==> src/rtl/sdp_bs_op_feed.sv <==
// sdp_bs_op_feed: BS operand feeder, DMA beats to per-lane ALU/MUL operand streams; SDP_OP_FEED_PERF_EN adds perf_stall_cnt.
module sdp_bs_op_feed #(
    parameter int THROUGHPUT = 1,
    parameter int OP_DW = 16
) (
    input  logic                             nvdla_core_clk,
    input  logic                             nvdla_core_rst,
    input  logic                             op_en,
    input  logic                             cfg_mode,
    input  logic [12:0]                      cfg_width,
    input  logic [12:0]                      cfg_height,
    input  logic [12:0]                      cfg_channel,
    input  logic                             cfg_alu_en,
    input  logic                             cfg_mul_en,
    input  logic                             dma_rd_pvld,
    output logic                             dma_rd_prdy,
    input  logic [2*OP_DW*THROUGHPUT-1:0]    dma_rd_pd,
    output logic                             chn_alu_op_pvld,
    input  logic                             chn_alu_op_prdy,
    output logic [OP_DW*THROUGHPUT-1:0]      chn_alu_op,
    output logic                             chn_mul_op_pvld,
    input  logic                             chn_mul_op_prdy,
    output logic [OP_DW*THROUGHPUT-1:0]      chn_mul_op,
    output logic                             op_busy,
    output logic                             op_done
`ifdef SDP_OP_FEED_PERF_EN
    ,
    output logic [31:0]                      perf_stall_cnt
`endif
);
    localparam logic [1:0] IDLE = 2'd0;
    localparam logic [1:0] LOAD = 2'd1;
    localparam logic [1:0] SEND = 2'd2;
    localparam int DW = OP_DW * THROUGHPUT;

    logic [1:0]    state;
    logic          mode_r, alu_en_r, mul_en_r, sent_alu, sent_mul;
    logic [12:0]   width_r, height_r, channel_r, w_cnt, h_cnt, c_cnt;
    logic [DW-1:0] alu_op, mul_op, alu_in, mul_in;
    logic          alu_fin, mul_fin, beat_done, w_last, h_last, c_last, wh_wrap;

    always_comb begin
        alu_in = '0;
        mul_in = '0;
        for (int i = 0; i < THROUGHPUT; i++) begin
            alu_in[OP_DW*i +: OP_DW] = dma_rd_pd[2*OP_DW*i +: OP_DW];
            mul_in[OP_DW*i +: OP_DW] = dma_rd_pd[2*OP_DW*i+OP_DW +: OP_DW];
        end
    end

    assign dma_rd_prdy     = state == LOAD;
    assign chn_alu_op_pvld = state == SEND && !sent_alu;
    assign chn_mul_op_pvld = state == SEND && !sent_mul;
    assign chn_alu_op      = alu_op;
    assign chn_mul_op      = mul_op;
    assign op_busy         = state != IDLE;
    // a handshake in the current cycle counts towards completing the beat
    assign alu_fin   = sent_alu | (chn_alu_op_pvld & chn_alu_op_prdy);
    assign mul_fin   = sent_mul | (chn_mul_op_pvld & chn_mul_op_prdy);
    assign beat_done = state == SEND && alu_fin && mul_fin;
    assign w_last    = w_cnt == width_r;
    assign h_last    = h_cnt == height_r;
    assign c_last    = c_cnt == channel_r;
    assign wh_wrap   = w_last && h_last;

    always_ff @(posedge nvdla_core_clk or posedge nvdla_core_rst) begin
        if (nvdla_core_rst) begin
            state     <= IDLE;
            mode_r    <= 1'b0;
            alu_en_r  <= 1'b0;
            mul_en_r  <= 1'b0;
            width_r   <= '0;
            height_r  <= '0;
            channel_r <= '0;
            w_cnt     <= '0;
            h_cnt     <= '0;
            c_cnt     <= '0;
            alu_op    <= '0;
            mul_op    <= '0;
            sent_alu  <= 1'b0;
            sent_mul  <= 1'b0;
            op_done   <= 1'b0;
        end else begin
            op_done <= 1'b0;
            case (state)
                IDLE: if (op_en) begin
                    mode_r    <= cfg_mode;
                    alu_en_r  <= cfg_alu_en;
                    mul_en_r  <= cfg_mul_en;
                    width_r   <= cfg_width;
                    height_r  <= cfg_height;
                    channel_r <= cfg_channel;
                    w_cnt     <= '0;
                    h_cnt     <= '0;
                    c_cnt     <= '0;
                    alu_op    <= '0;
                    mul_op    <= '0;
                    state     <= (cfg_alu_en | cfg_mul_en) ? LOAD : IDLE;
                    op_done   <= !(cfg_alu_en | cfg_mul_en);
                end
                LOAD: if (dma_rd_pvld) begin
                    alu_op   <= alu_en_r ? alu_in : '0;
                    mul_op   <= mul_en_r ? mul_in : '0;
                    sent_alu <= !alu_en_r;
                    sent_mul <= !mul_en_r;
                    state    <= SEND;
                end
                SEND: if (beat_done) begin
                    w_cnt    <= w_last ? '0 : w_cnt + 13'd1;
                    h_cnt    <= w_last ? (h_last ? '0 : h_cnt + 13'd1) : h_cnt;
                    c_cnt    <= wh_wrap ? (c_last ? '0 : c_cnt + 13'd1) : c_cnt;
                    sent_alu <= !alu_en_r;
                    sent_mul <= !mul_en_r;
                    state    <= (wh_wrap && c_last) ? IDLE : (!mode_r || wh_wrap) ? LOAD : SEND;
                    op_done  <= wh_wrap && c_last;
                end else begin
                    sent_alu <= alu_fin;
                    sent_mul <= mul_fin;
                end
                default: state <= IDLE;
            endcase
        end
    end

`ifdef SDP_OP_FEED_PERF_EN
    logic stall;
    assign stall = (chn_alu_op_pvld & !chn_alu_op_prdy) | (chn_mul_op_pvld & !chn_mul_op_prdy);

    always_ff @(posedge nvdla_core_clk or posedge nvdla_core_rst) begin
        if (nvdla_core_rst)
            perf_stall_cnt <= '0;
        else if (state == IDLE && op_en)
            perf_stall_cnt <= '0;
        else if (stall && perf_stall_cnt != 32'hFFFF_FFFF)
            perf_stall_cnt <= perf_stall_cnt + 32'd1;
    end
`endif
endmodule

==> config.mk <==
export PLATFORM = sky130hd
export DESIGN_NAME = sdp_bs_op_feed
export DESIGN_NICKNAME = d
export VERILOG_FILES = /design/src/rtl/sdp_bs_op_feed.sv
export SDC_FILE = /design/constraint.sdc
export NUM_CORES = 1
export LEC_CHECK = 0
export ABC_AREA = 0
export CAP_MARGIN = 10
export CORE_MARGIN = 2
export CORE_UTILIZATION = 49
export CTS_BUF_LIST = sky130_fd_sc_hd__clkbuf_16
export CTS_CLUSTER_DIAMETER = 30
export DETAILED_ROUTE_END_ITERATION = 10
export PLACE_DENSITY = 0.82
export RECOVER_POWER = 50
export SETUP_SLACK_MARGIN = 0.4
export SLEW_MARGIN = 20
export SYNTH_ARGS = -nofsm -noshare
export SYNTH_HDL_FRONTEND = slang
export SYNTH_SLANG_ARGS = --single-unit
==> constraint.sdc <==
create_clock -name nvdla_core_clk -period 6.28 [get_ports nvdla_core_clk]
set_input_delay 0.628 -clock nvdla_core_clk [delete_from_list [all_inputs] [get_ports nvdla_core_clk]]
set_output_delay 0.628 -clock nvdla_core_clk [all_outputs]
set_load 0.02 [all_outputs]
== Yosys cells after proc, flatten, opt, wreduce, memory -nomap -nowiden ==
Cells that the tools add are included.

* Add/subtract/negate cells: 3
* Multiplexer cells: 35
* Reductions and logical operators: 25
* Bitwise gates (word level): 5
* Equality and inequality tests: 10

{| class="wikitable"
|+ Operators by type and width
! operator !! number
|-
| $mux 13 || 9
|-
| $mux 16 || 5
|-
| $pmux 13 s2 || 3
|-
| $pmux 16 s2 || 2
|-
| $add 13x1->13 const B || 3
|-
| $eq 13x13->1 || 3
|-
| $mux 2 || 5
|-
| $ne 2x2->1 const B || 5
|-
| $reduce_and 3->1 || 3
|-
| $reduce_and 4->1 || 2
|-
| $reduce_bool 2->1 || 4
|-
| $mux 1 || 7
|-
| $logic_and 1x1->1 || 6
|-
| $logic_not 1->1 || 6
|-
| $pmux 1 s2 || 3
|-
| $pmux 2 s3 || 1
|-
| $reduce_and 2->1 || 2
|-
| $or 1x1->1 || 3
|-
| $and 1x1->1 || 2
|-
| $eq 2x1->1 const B || 1
|-
| $eq 2x2->1 const B || 1
|-
| $logic_not 2->1 || 1
|-
| $logic_or 1x1->1 || 1
|}

* Input port bits: 80
* Register bits: 118

== Logic depth before layout (Yosys ltp) ==
Gate-level depths: netlist of the first run.

* Depth after elaboration: 8
* Mapped depth: 9
* Depth with buffers taken out: 7

== Worst setup path before layout of the first run ==
No wires, ideal clock.

* Path kind: reg2reg
* Start: register c_cnt[6]
* End: register c_cnt[11]
* Stages on the path, launching flop included: 9
* Path buffers: 1
* Slack: 4137 ps
* Data arrival time: 2022 ps
* Period minus slack after synthesis: 2143 ps
* Path through: dfrtp_1 > buf_2 > xor2_1 > nor4_1 > nand4_1 > nor4_4 > nor2_2 > a211o_1 > a22o_1

* Cells in the longest elaborated chain, start to end: 5

{| class="wikitable"
|+ Ends and longest elaborated chain
! item !! RTL line !! source
|-
| from (decl) || 38 || <nowiki>logic [12:0] width_r, height_r, channel_r, w_cnt, h_cnt, c_cnt;</nowiki>
|-
| from (signal assigned) || 111 || <nowiki>c_cnt <= wh_wrap ? (c_last ? '0 : c_cnt + 13'd1) : c_cnt;</nowiki>
|-
| $add 13x1->13 or $eq 13x13->1 (tied branches) || 111, 63 ||
|-
| $mux 13 (*) (2 in a row) || 111 ||
|-
| $mux 13 (*) || 108 || <nowiki>SEND: if (beat_done) begin</nowiki>
|-
| $pmux 13 s2 (*) || 85 || <nowiki>case (state)</nowiki>
|}

Every way passes the cells marked *; elsewhere a longest branch is shown, timed or not. The select of a mux whose other input is x is not followed.
A chain may end at the register's enable or synchronous reset.

== Worst setup path after layout of the first run ==
* Start: register state[0]
* End: register height_r[3]

* Cells in the longest elaborated chain, start to end: 2

{| class="wikitable"
|+ Ends and longest elaborated chain
! item !! RTL line !! source
|-
| from (decl) || 36 || <nowiki>logic [1:0] state;</nowiki>
|-
| from (signal assigned) || 98 || <nowiki>state <= (cfg_alu_en | cfg_mul_en) ? LOAD : IDLE;</nowiki>
|-
| from (signal assigned) || 114 || <nowiki>state <= (wh_wrap && c_last) ? IDLE : (!mode_r || wh_wrap) ? LOAD : SEND;</nowiki>
|-
| $logic_not 2->1 || 85 ||
|-
| $reduce_and 2->1 (no line) || -- ||
|-
| to (signal assigned) || 91 || <nowiki>height_r <= cfg_height;</nowiki>
|-
| to (decl) || 38 ||
|}

Every way passes these cells.

==> qor.csv, run 1 <==
metric,value,unit
yosysTopAreaCellShare,52.27,%
grt_pass1_vias,4867,
sw_frac_of_total,33.87,%
synth_top_area_cell,dfrtp_1,
netlist_top_cells_count,"118 x dfrtp_1, 90 x nand2_1, 47 x o21ai_0",
place_congestion,0.9007,
synth.most_common_cell,dfrtp_1,
power_frac_clock,30.2,%
finalSetupTns,0,ps
synth.ff_latch_count,118,
antenna_found_initial,0,
synth_nets,638,
path_max_fanout,43,
cp-startpoint,state[0],
die_x,111.4,µm
diodes,0,
core-area,11320,µm²
drt_iter0_drc,285,
async_flop_share,100.0,%
vias,4654,
finalCritPeriodShare,53.41,%
cap_violations,2,
synth-main-ff-cell,dfrtp_1,
syn_inst,555,
ctsRootBufferMaster,clkbuf_16,
cts-buffers-inserted,17,
p_seq_share,36.3,%
worstReg2RegStart,state[0],
required,6570,ps
power_density,424.3,nW/µm²
setup_viol_count_final,0,
placed_area,6967,µm²
vias_per_cell,5.634,
outcome,"finished, violations left",
slew_violations,90,
clkLatencyLatePin,420,ps
layout-drive-gt1-share,12.59,%
portBuffers,116,
grt_max_degree,75,
syn_area_per_cell,10.18,µm²
post_cts_buffers,0,
grt_overflow,0,
critPathArrivalTime,3650,ps
min_path_type,reg2reg,
cts_sinks,118,
ir_drop,0.2927,mV
power_switching,1084,µW
hold_depth,1,
start_util,49.90,%
synth.cell_area,5649,µm²
power_leakage,0.003167,µW
violations,"max-capacitance violations, max-slew violations",
rrSetupSlack,2930,ps
internal-power,2117,µW
clkTransAtPathRegs,60,ps
crit_path_end,height_r[3],
totalWireLength,13.75,mm
hold_viol,0,
maxSlewHeadroom,-59.23,%
fin_area,7545,µm²
grt_pass1_wl,23.08,mm
worstSetupStartpointType,flop,
fp.dieH,111.4,µm
dp_hpwl,9.364,mm
drt-pass1-iter-count,5,
synth_area_leaders,"dfrtp_1 52%, mux2_2 8.8%, nand2_1 6.0%",
rsz0062_at_grt,no,
cts_tree,done,
worstMarginPinSlew,2388,ps
min_period,3354,ps
ioPinCount,117,
rr_worst_depth,4,
max_freq,0.2981,GHz
num_rows,39,
synth_edf_count,0,
cp-end-kind,flop,
wl_per_cell,16.65,µm
antenna_left,0,
drcViolationCount,0,
finClkSkew,9.316,ps
yosysSeqAreaShare,52.27,%
track_usage,23.28,%
dieArea,12400,µm²
area_growth,33.55,%
ys_types,46,
p_comb_share,33.5,%
timing.rr.end,height_r[3],
nets,753,
htreeDepth,4,
cts_resized,0,
cts_buffer_depth,2,
cts-hold-fix-buffers,0,
crit_type,reg2reg,
yosys_warnings,0,
## sequential cells by signal (all words and copies together) (netlist names)
name and flops:
chn_alu_op 16, chn_mul_op 16, c_cnt 13, channel_r 13, h_cnt 13, height_r 13
w_cnt 13, width_r 13, state 2, alu_en_r 1, mode_r 1, mul_en_r 1
op_done 1, sent_alu 1, sent_mul 1
## power by group through the flow
stage	clock, µW	combinational (µW)	sequential, µW
4_1_cts	983	1100	1170
3_5_place_dp	0	1090	1180
6_report	967	1070	1160
3_3_place_gp	0	1030	1160
2_1_floorplan	0	649	1210
5_1_grt	1020	1170	1190
## cell families (layout without fill, tap and decap cells)
group                    after synthesis  count (layout)  share of synthesized area, %
AO/OA/AOI/OAI                        104             104                         10.99
XOR/XNOR                              48              48                         7.442
adder cells (fa/ha/maj)                3               3                        0.6645
buffers and inverters                 29             157                         1.993
flip-flops                           118             118                         52.27
multiplexers                          45              45                         8.948
AND/OR/NAND/NOR                      208             208                         17.70
## cells in the final DEF, fill, tap and decap left out, types with 4 or more instances in the layout
master	count
a21oi_1	16
nand2_1	90
xor2_1	14
nand2b_1	5
xnor2_1	34
dfrtp_1	118
a22o_1	4
nand4_1	10
nor2b_1	4
dlygate4sd3_1	30
and3_1	11
o21a_1	5
clkbuf_16	17
clkdlybuf4s50_1	86
inv_1	6
a31oi_1	13
clkinvlp_4	6
nand3_1	23
mux2_2	44
or3_1	8
o21ai_0	47
nor2_1	36
## per-stage QoR
| step | instances | total power (µW) | hold WS [ps] | worst slack [ps] | util [%] |
|---|---|---|---|---|---|
| 2_1_floorplan | 555 | 1864 | 438.5 | 2523 | - |
| 3_3_place_gp | 793 | 2193 | 461.9 | 3254 | 61.30 |
| 3_5_place_dp | 794 | 2263 | 465.5 | 3151 | 61.54 |
| 4_1_cts | 826 | 3246 | 470.0 | 3401 | 66.76 |
| 5_1_grt | 826 | 3379 | 490.8 | 2645 | 66.64 |
| 6_report | 826 | 3201 | 470.0 | 2926 | 66.64 |
## cell type report
class	count	area (µm²)
Clock buffer	17	425.4
Clock inverter	15	165.2
Fill cell	866	3776
Inverter	5	20.02
Multi-Input combinational cell	408	2595
Sequential cell	118	2953
Tap cell	143	178.9
Timing Repair Buffer	120	1207
## per-layer routing
layer	part of all wire (%)	vias to the layer above	track usage, %	wire length [µm]
li1	-	2189	-	-
met1	40	2242	27.06	5480
met2	52	187	39.84	7121
met3	5.6	36	6.478	771
met4	2.8	0	11.44	380
met5	0	-	0	0
## worst min-delay path by stage
stage	startpoint	slack, ps	end
floorplan	alu_en_r	440	sent_alu
global placement	chn_alu_op[9]	460	chn_alu_op[9]
detailed placement	alu_en_r	470	sent_alu
CTS	alu_en_r	470	sent_alu
global route	alu_en_r	490	sent_alu
finish	alu_en_r	470	sent_alu
## critical path, cell delays in order, from the launching register on
cell      delay [ps]
dfrtp_1          440
or2_2            340
nor2_1           220
clkbuf_1        1730
mux2_2           460
Note: power is estimated with default switching activity, not from simulation.
==> inputs of run 2 (changes only) <==
==> constraint.sdc (replaced) <==
create_clock -name nvdla_core_clk -period 3.18 [get_ports nvdla_core_clk]
set_input_delay 0.318 -clock nvdla_core_clk [delete_from_list [all_inputs] [get_ports nvdla_core_clk]]
set_output_delay 0.318 -clock nvdla_core_clk [all_outputs]
set_load 0.02 [all_outputs]
==> qor.csv, run 2 (synthesized netlist as in run 1, its figures left out) <==
metric,value,unit,change
outcome,"finished, final reports clean",,
grt_max_degree,65,,-13%
internal-power,4178,µW,+97%
crit_buf_inv,1,,unchanged
finClkSkew,9.756,ps,+0.4405 ps
grt_pass1_vias,4805,,-1.3%
drcViolationCount,0,,unchanged
min_period,2521,ps,
ir_drop,0.5223,mV,+78%
power_leakage,0.003160,µW,-0.21%
start_util,49.90,%,unchanged
cts_resized,0,,unchanged
cts_buffer_depth,2,,unchanged
portBuffers,116,,unchanged
ioPinCount,117,,unchanged
fill_cells,867,,+0.12%
place_congestion,0.8682,,-3.6%
final_cell_mix,"118 x dfrtp_1, 99 x clkdlybuf4s50_1, 90 x nand2_1, 47 x o21ai_0, 44 x mux2_2",,
rrSetupSlack,690,ps,-2240 ps
layout-drive-gt1-share,13.23,%,+0.64 points
fp.dieH,111.4,µm,unchanged
critPathTopFamily,simple AND/OR/NAND/NOR gates,,
seqCellArea,2953,µm²,unchanged
wl_per_cell,16.37,µm,-1.7%
layout.cells.most_common,dfrtp_1,,
cts_tree,done,,
min_path_type,in2reg,,
clkTransAtPathRegs,50,ps,about the same
vias,4623,,-0.67%
crit_path_end,chn_mul_op_pvld,,
antenna_left,0,,unchanged
cts_sinks,118,,unchanged
final_cell_count_no_fill,831,,+0.61%
cp.depth,3,,-1
hold_viol,0,,unchanged
grt_util_met3,5.934,%,-0.54 points
slew_violations,0,,-100%
drt_iter0_drc,364,,+28%
track_usage,23.41,%,+0.13 points
post_cts_buffers,0,,unchanged
cts-hold-fix-buffers,0,,unchanged
rr_worst_depth,7,,+3
maxSlewHeadroom,4.117,%,+63 points
drt-pass1-iter-count,5,,unchanged
required,2860,ps,-3710 ps
sw_frac_of_total,33.53,%,-0.34 points
nets,759,,+0.80%
gr-max-usage-layer,met2,,
worstPathCellList,nand2b_1 > nor2_1 > clkdlybuf4s50_1,,
use_met1,27.90,%,+0.85 points
setup_viol_count_final,0,,unchanged
worstSetupStartpointType,flop,,
num_rows,39,,unchanged
diodes,0,,unchanged
vias_per_cell,5.563,,-1.3%
max_freq,0.3967,GHz,
crit_type,reg2out,,
grt_pass1_wl,23.41,mm,+1.4%
finalSetupTns,0,ps,unchanged
timing.rr.end,c_cnt[6],,
gr-usage-met2,41.02,%,+1.2 points
core-area,11320,µm²,unchanged
worst_path_largest_cell_delay,640,ps,-1090 ps
power_density,832.4,nW/µm²,+96%
power_frac_clock,29.3,%,-0.9 points
clkLatencyLatePin,420,ps,about the same
cap_violations,0,,-2
worstMarginPinSlew,1438,ps,-950.2 ps
worstReg2RegStart,h_cnt[3],,
critPathSlowestCell,clkdlybuf4s50_1,,
die_x,111.4,µm,unchanged
dp_hpwl,9.421,mm,+0.61%
critPathArrivalTime,2200,ps,-1450 ps
p_seq_share,36.7,%,+0.4 points
dieArea,12400,µm²,unchanged
p_comb_share,33.9,%,+0.4 points
dpl.cell_count,800,,+0.76%
cp-startpoint,state[0],,
finalCritPeriodShare,79.28,%,
power_switching,2108,µW,+94%
multi_input_area,2603,µm²,+0.29%
htreeDepth,4,,unchanged
fin_util,66.71,%,about the same
cp-end-kind,primary output,,
path_max_fanout,19,,-56%
area_growth,33.69,%,about the same
ctsRootBufferMaster,clkbuf_16,,
totalWireLength,13.60,mm,-1.1%
antenna_found_initial,0,,unchanged
cts-buffers-inserted,17,,unchanged
grt_overflow,0,,unchanged
rsz0062_at_grt,no,,
[run 2: cell count changes in the layout (fill, tap and decap cells not counted), sizes merged]
cell           delta
clkdlybuf4s50    +13
dlygate4sd3      -13
buf               +5
clkinv            +5
clkinvlp          -5
clkbuf            +1
inv               -1
[run 2: worst min path at each step]
| stage | start | cells after the start | end |
|---|---|---|---|
| final | dma_rd_pd[8] | 3 | chn_alu_op[8] |
| after global routing | dma_rd_pd[7] | 3 | chn_alu_op[7] |
| after CTS | nvdla_core_rst | 2 | chn_mul_op[7] |
| after detailed placement | chn_mul_op[5] | 2 | chn_mul_op[5] |
| after global placement | alu_en_r | 1 | sent_alu |
| after floorplan | alu_en_r | 1 | sent_alu |
[run 2: worst register-to-register path, cell delays in order (launching register included)]
cell and delay (ps):
dfrtp_1 460, xnor2_1 170, nand3_1 110, nor4_1 360, buf_4 260, a31oi_1 230
nor2_1 540, a31oi_1 200
[run 2: power by group through the flow]
stage	Combinational [µW]	Sequential, µW	Clock, µW
after floorplan	1280	2400	0
after global placement	2090	2300	0
after detailed placement	2150	2330	0
after CTS	2190	2320	1870
after global routing	2340	2370	1930
final	2130	2310	1840
[run 2: layout make-up]
class                           instances  share of cell area [%]
Sequential cell                       118                   39.10
Clock buffer                           17                   5.633
Clock inverter                         14                   1.889
Timing Repair Buffer                  126                   16.29
Tap cell                              143                   2.369
Inverter                                5                  0.2651
Multi-Input combinational cell        408                   34.46
[run 2: through the flow]
step	total power, µW	hold slack, ps	setup slack [ps]	area (µm²)
5_1_grt	6649	464.6	248.5	7552
3_5_place_dp	4480	469.3	809.0	7005
3_3_place_gp	4394	454.0	888.5	7005
4_1_cts	6368	343.8	637.2	7574
2_1_floorplan	3682	438.5	1037	5653
6_report	6286	454.5	659.0	7552
[run 2: per-layer routing]
metal	vias to the layer above	wire length [µm]
met2	146	7120
li1	2176	-
met1	2275	5484
met5	-	0
met4	0	288
met3	26	709
